<file path="src/rtl/multiphase_signal_controller.sv">
// N-approach round-robin signal sequencer with pedestrian demand, early green exit,
// phase skipping, and error / four-way-stop flash overrides.
module multiphase_signal_controller #(
   parameter int unsigned N_PHASES    = 4,
   parameter int unsigned CNT_W       = 32,
   parameter int unsigned INIT_TIME   = 100_000_000,
   parameter int unsigned GREEN_MIN   = 250_000_000,
   parameter int unsigned GREEN_MAX   = 750_000_000,
   parameter int unsigned YELLOW_TIME = 100_000_000,
   parameter int unsigned ALLRED_TIME = 50_000_000,
   parameter int unsigned FLASH_HALF  = 50_000_000,
   parameter int unsigned ERR_HALF    = 25_000_000,
   localparam int unsigned PW         = $clog2(N_PHASES)
) (
   input  logic                  clk,
   input  logic                  reset_n,
   input  logic [N_PHASES-1:0]   ped_req,
   input  logic                  error,
   input  logic                  four_way_stop,
   output logic [2*N_PHASES-1:0] light,
   output logic [PW-1:0]         active_phase,
   output logic [N_PHASES-1:0]   ped_pending
);

   typedef enum logic [2:0] {
      S_INIT, S_GREEN, S_YELLOW, S_ALL_RED, S_FLASH_4W, S_FLASH_ERR
   } state_t;

   localparam logic [1:0] L_OFF = 2'b00, L_RED = 2'b01, L_YEL = 2'b10, L_GRN = 2'b11;

   localparam logic [CNT_W-1:0] T_INIT  = CNT_W'(INIT_TIME - 1);
   localparam logic [CNT_W-1:0] T_GMIN  = CNT_W'(GREEN_MIN - 1);
   localparam logic [CNT_W-1:0] T_GMAX  = CNT_W'(GREEN_MAX - 1);
   localparam logic [CNT_W-1:0] T_YEL   = CNT_W'(YELLOW_TIME - 1);
   localparam logic [CNT_W-1:0] T_AR    = CNT_W'(ALLRED_TIME - 1);
   localparam logic [CNT_W-1:0] T_F4W   = CNT_W'(FLASH_HALF - 1);
   localparam logic [CNT_W-1:0] T_FERR  = CNT_W'(ERR_HALF - 1);
   localparam logic [N_PHASES-1:0] ONE  = N_PHASES'(1);

   state_t              state, state_n;
   logic [CNT_W-1:0]    timer, timer_n;
   logic                flash, flash_n;
   logic [PW-1:0]       phase_n;
   logic [N_PHASES-1:0] pending_n;

   logic [N_PHASES-1:0] ped_s1, ped_s2, ped_d;
   logic                err_s1, err_s2, fws_s1, fws_s2;
   logic [N_PHASES-1:0] ped_rise, cur_mask, green_mask;
   logic                enter_green;

   // Offsets scanned high-to-low so the nearest pending phase after p wins; p itself is last.
   function automatic logic [PW-1:0] pick_next(input logic [PW-1:0] p,
                                               input logic [N_PHASES-1:0] pend);
      int unsigned idx;
      pick_next = PW'((32'(p) + 1) % N_PHASES);
      for (int unsigned k = N_PHASES; k >= 1; k--) begin
         idx = (32'(p) + k) % N_PHASES;
         if (pend[idx]) pick_next = PW'(idx);
      end
   endfunction

   always_ff @(posedge clk or negedge reset_n) begin
      if (!reset_n) begin
         ped_s1 <= '0;
         ped_s2 <= '0;
         ped_d  <= '0;
         err_s1 <= 1'b0;
         err_s2 <= 1'b0;
         fws_s1 <= 1'b0;
         fws_s2 <= 1'b0;
      end else begin
         ped_s1 <= ped_req;
         ped_s2 <= ped_s1;
         ped_d  <= ped_s2;
         err_s1 <= error;
         err_s2 <= err_s1;
         fws_s1 <= four_way_stop;
         fws_s2 <= fws_s1;
      end
   end

   always_ff @(posedge clk or negedge reset_n) begin
      if (!reset_n) begin
         state        <= S_INIT;
         timer        <= '0;
         flash        <= 1'b0;
         active_phase <= '0;
         ped_pending  <= '0;
      end else begin
         state        <= state_n;
         timer        <= timer_n;
         flash        <= flash_n;
         active_phase <= phase_n;
         ped_pending  <= pending_n;
      end
   end

   assign ped_rise   = ped_s2 & ~ped_d;
   assign cur_mask   = ONE << active_phase;
   assign green_mask = (state == S_GREEN) ? cur_mask : '0;

   always_comb begin
      state_n     = state;
      timer_n     = timer + CNT_W'(1);
      flash_n     = flash;
      phase_n     = active_phase;
      enter_green = 1'b0;
      pending_n   = ped_pending | (ped_rise & ~green_mask);

      if (err_s2) begin
         if (state != S_FLASH_ERR) begin
            state_n = S_FLASH_ERR;
            timer_n = '0;
            flash_n = 1'b0;
         end else if (timer == T_FERR) begin
            timer_n = '0;
            flash_n = ~flash;
         end
      end else if (fws_s2) begin
         if (state != S_FLASH_4W) begin
            state_n = S_FLASH_4W;
            timer_n = '0;
            flash_n = 1'b0;
         end else if (timer == T_F4W) begin
            timer_n = '0;
            flash_n = ~flash;
         end
      end else begin
         case (state)
            S_INIT: if (timer == T_INIT) begin
               state_n     = S_GREEN;
               timer_n     = '0;
               phase_n     = '0;
               enter_green = 1'b1;
            end
            S_GREEN: if (timer == T_GMAX ||
                         (timer >= T_GMIN && |(ped_pending & ~cur_mask))) begin
               state_n = S_YELLOW;
               timer_n = '0;
            end
            S_YELLOW: if (timer == T_YEL) begin
               state_n = S_ALL_RED;
               timer_n = '0;
            end
            S_ALL_RED: if (timer == T_AR) begin
               state_n     = S_GREEN;
               timer_n     = '0;
               phase_n     = pick_next(active_phase, ped_pending);
               enter_green = 1'b1;
            end
            // Parking on the last phase makes the next scan start from phase 0.
            S_FLASH_4W, S_FLASH_ERR: begin
               state_n = S_ALL_RED;
               timer_n = '0;
               flash_n = 1'b0;
               phase_n = PW'(N_PHASES - 1);
            end
            default: begin
               state_n = S_INIT;
               timer_n = '0;
            end
         endcase
      end

      if (enter_green) pending_n = pending_n & ~(ONE << phase_n);
   end

   always_comb begin
      light = '0;
      for (int unsigned i = 0; i < N_PHASES; i++) begin
         case (state)
            S_INIT:      light[2*i +: 2] = L_YEL;
            S_GREEN:     light[2*i +: 2] = (PW'(i) == active_phase) ? L_GRN : L_RED;
            S_YELLOW:    light[2*i +: 2] = (PW'(i) == active_phase) ? L_YEL : L_RED;
            S_ALL_RED:   light[2*i +: 2] = L_RED;
            S_FLASH_4W:  light[2*i +: 2] = flash ? L_OFF : L_RED;
            S_FLASH_ERR: light[2*i +: 2] = flash ? L_OFF : L_YEL;
            default:     light[2*i +: 2] = L_OFF;
         endcase
      end
   end

endmodule

</file>
<file path="config.mk">
export PLATFORM = sky130hd
export DESIGN_NAME = multiphase_signal_controller
export DESIGN_NICKNAME = d
export VERILOG_FILES = /design/src/rtl/multiphase_signal_controller.sv
export SDC_FILE = /design/constraint.sdc
export NUM_CORES = 1
export LEC_CHECK = 0
export CAP_MARGIN = 10
export CORE_ASPECT_RATIO = 1.75
export CORE_MARGIN = 2
export CORE_UTILIZATION = 35
export CTS_BUF_LIST = sky130_fd_sc_hd__clkbuf_8
export CTS_CLUSTER_DIAMETER = 100
export DETAILED_ROUTE_END_ITERATION = 10
export SYNTH_ARGS = -nofsm -noshare
export SYNTH_HDL_FRONTEND = slang
export SYNTH_SLANG_ARGS = --single-unit
</file>
<file path="constraint.sdc">
create_clock -name clk -period 2.7 [get_ports clk]
set_input_delay 0.54 -clock clk [delete_from_list [all_inputs] [get_ports clk]]
set_output_delay 0.54 -clock clk [all_outputs]
set_load 0.01 [all_outputs]
</file>
==> impl_metrics.yaml <==
run_status:
  status: "finished, final reports clean"
finish:
  insertedDiodeCount: 0
  final_area_um2: 4690
  fillers: 937
  utilization_pct: 47.6
  multi_input_comb_area_um2: 2000
  seq_area_um2: 1460
  nNetsFinal: 449
  area_growth_syn_to_layout_pct: 32.6
  drive_gt1_share_pct: 29.5
routing:
  firstDrtPassIters: 4
  ant_nets: 0
  drc_errors: 0
  routed_wl_mm: 10.8
  avgRoutedWirePerCell_um: 19.1
  vias: 3200
  drt_iter0_drc: 146
  vias_per_cell: 5.65
synth:
  netlist_top_cells_count: "58 x dfrtp_1, 29 x nor3_2, 25 x nand2_1, 19 x nor2_1, 17 x xnor2_1"
  synth_nets: 380
  synth_top_cell_by_area: "dfrtp_1"
  synthFlopType: "dfrtp_1"
  synth_top_area_share_pct: 41.0
  ys_async_sr_fraction_pct: 100
  synthXorXnorAreaFrac_pct: 7.18
  synth.most_common_cell: "dfrtp_1"
  yosys.area_share.simple_pct: 32.7
  synth_area_leaders: "dfrtp_1 41%, nor3_2 8.2%, xnor2_1 4.2%"
  ys_seq_area_share_pct: 41.0
  ys_seq_elements: 58
  syn_inst: 367
  synth_compound_area_share_pct: 10.7
  synthAdderAreaFrac_pct: 1.77
  synthMuxAreaShare_pct: 1.84
  syn_avg_cell_area_um2: 9.64
  synth_area_um2: 3540
  synth_top_family_by_area: "simple AND/OR/NAND/NOR gates"
  yosys_warnings: 0
  ys_types: 53
  synth_edf_count: 0
clock_tree:
  cts_hold_buf: 0
  cts_max_path_buffers: 2
  root_buffer: "clkbuf_8"
  clk_pin_slew_ps: 70
  h-tree-depth: 3
  cts.sinks: 58
  worstSkewPairLatency_ps: 360
  numCtsBuffers: 9
  cts_tree: "done"
timing:
  fin_tns_setup_ps: 0
  slew_violations: 0
  relSlewSlack_pct: 70.9
  hold_violations: 0
  finalCriticalPeriod_ps: 2620
  fmax_mhz: 381
  worst_slew_pin_slew_ps: 437
  finClkSkew_ps: 9.83
  min_period_over_period_pct: 97.1
  holdWs_ps: 114
  finalSetupViolCount: 0
die:
  dieArea_um2: 11000
  core_area_um2: 9850
  die_x_um: 80.0
  rows: 48
  start_util_pct: 35.9
  die_h_um: 137
  io-pin-count: 22
grt:
  grt_pass1_vias: 3255
  grt_pass1_wl_mm: 16.7
  grt_antenna_before_repair: 0
  gr-total-overflow: 0
  grt_max_degree: 33
  grt.total_usage_pct: 20.5
critical_path:
  critPathMaxFanout: 8
  worstSetupPathType: "register to register"
  slowest_delay_ps: 560
  arrival_ps: 2870
  path_cells: "or4_4 > or4_4 > o41ai_4 > a21oi_2 > a211oi_4 > buf_6 > clkbuf_16 > nor3_2"
  startpoint_type: "register"
  crit_top_cell: "or4_4"
  crit_path_end_kind: "register"
  crit_slowest_cell: "or4_4"
  required_ps: 2950
place:
  placed_cell_area_um2: 4180
  globalplace.congestion: 0.916
  io_buffers: 21
  hpwlAfterDp_mm: 7.66
power_and_ir_drop:
  leakagePower_uw: 0.00193
  p_per_area_nw_per_um2: 516
  ir_worst_vdd_mv: 0.239
  fin_total_pwr_uw: 2420
worst_hold_path:
  hold_class: "input port to async pin"
run:
  cap_violations: 0
area by class of cell:
type,instances,area share (%)
well taps,125,3.33
repair buffers,80,16.4
inverters,16,1.33
clock inverters,5,2.16
multi-input cells,271,42.5
flip-flops and latches,58,31.0
clock buffers,11,3.23
metal layers:
metal	vias up	wire length, µm	track usage, %
li1	1486	-	-
met1	1581	3770	19.9
met2	95	5940	38.0
met3	38	366	3.96
met4	0	744	13.8
met5	-	0	0
stage by stage:
step | cells | worst slack, ps
global route | 566 | -17.9
CTS | 558 | 8.61
global placement | 539 | -11.4
finish | 566 | 77.8
floorplan | 367 | 69.4
detailed placement | 539 | -58.6
final timing paths:
kind	slack, ps	start	end	depth (start not counted)
min in group clk	350	ped_s1[2]	ped_s2[2]	0
worst max-delay path	80	timer[29]	timer[13]	8
worst min-delay path	110	reset_n	timer[2]	1
worst max register to register	80	timer[29]	timer[13]	8
max in group asynchronous	1890	reset_n	ped_s2[3]	2
worst min register to register	350	ped_s1[2]	ped_s2[2]	0
logic make-up after synthesis:
logic type / after synthesis
simple gates: 176
flops: 58
compound gates: 57
buf+inv: 38
xor+xnor: 29
fa+ha+maj: 5
mux: 4
cell usage in the layout, fill, tap and decap left out, types with 3 or more instances in the layout:
cell and instances:
and4b_1 3, dlymetal6s2s_1 6, nor2b_1 7, nor2_1 18, a31oi_1 10, o21a_1 4
xor2_1 12, bufinv_16 3, nand4_1 15, and4_1 5, buf_4 51, ha_1 5
and3_1 3, o21ai_0 13, dfrtp_1 55, xnor2_1 17, nand2_1 25, clkbuf_8 11
a21oi_1 15, and2_1 5, nor3_2 29, nor4_1 11, or3_1 5, nor3_1 10
inv_1 15, nand4b_1 4, clkbuf_16 3, dfrtp_2 3, clkdlybuf4s50_1 14, nor3b_1 4
nand3_1 13, nor4_2 3
sequential cells by signal, summed over array words and instances (netlist names), 2 cells and up:
signal	cells
ped_s1	4
state	3
ped_pending	4
active_phase	2
ped_s2	4
timer	32
ped_d	4
worst max-delay path, delay by kind of cell, from the launching register on:
family | cells | cell delay [ps]
and+or+nand+nor | 3 | 1110
buffers and inverters | 2 | 340
DFF | 1 | 380
AOI/OAI and AO/OA | 3 | 690
timing repair:
item                                    in CTS  in global routing
endpoints found under the hold margin        0                  0
pin swaps                                    2                  5
endpoints found under the setup margin      40                 42
resized for setup                           10                 16
buffers inserted                             2                  5
cloned                                       1                  3
report_power, final:
group	total (µW)	internal, µW	switching (µW)
Sequential	921	895	25.3
Clock	1020	660	364
Combinational	476	219	257
Total	2420	1770	646
(Power assumes the default switching activity.)
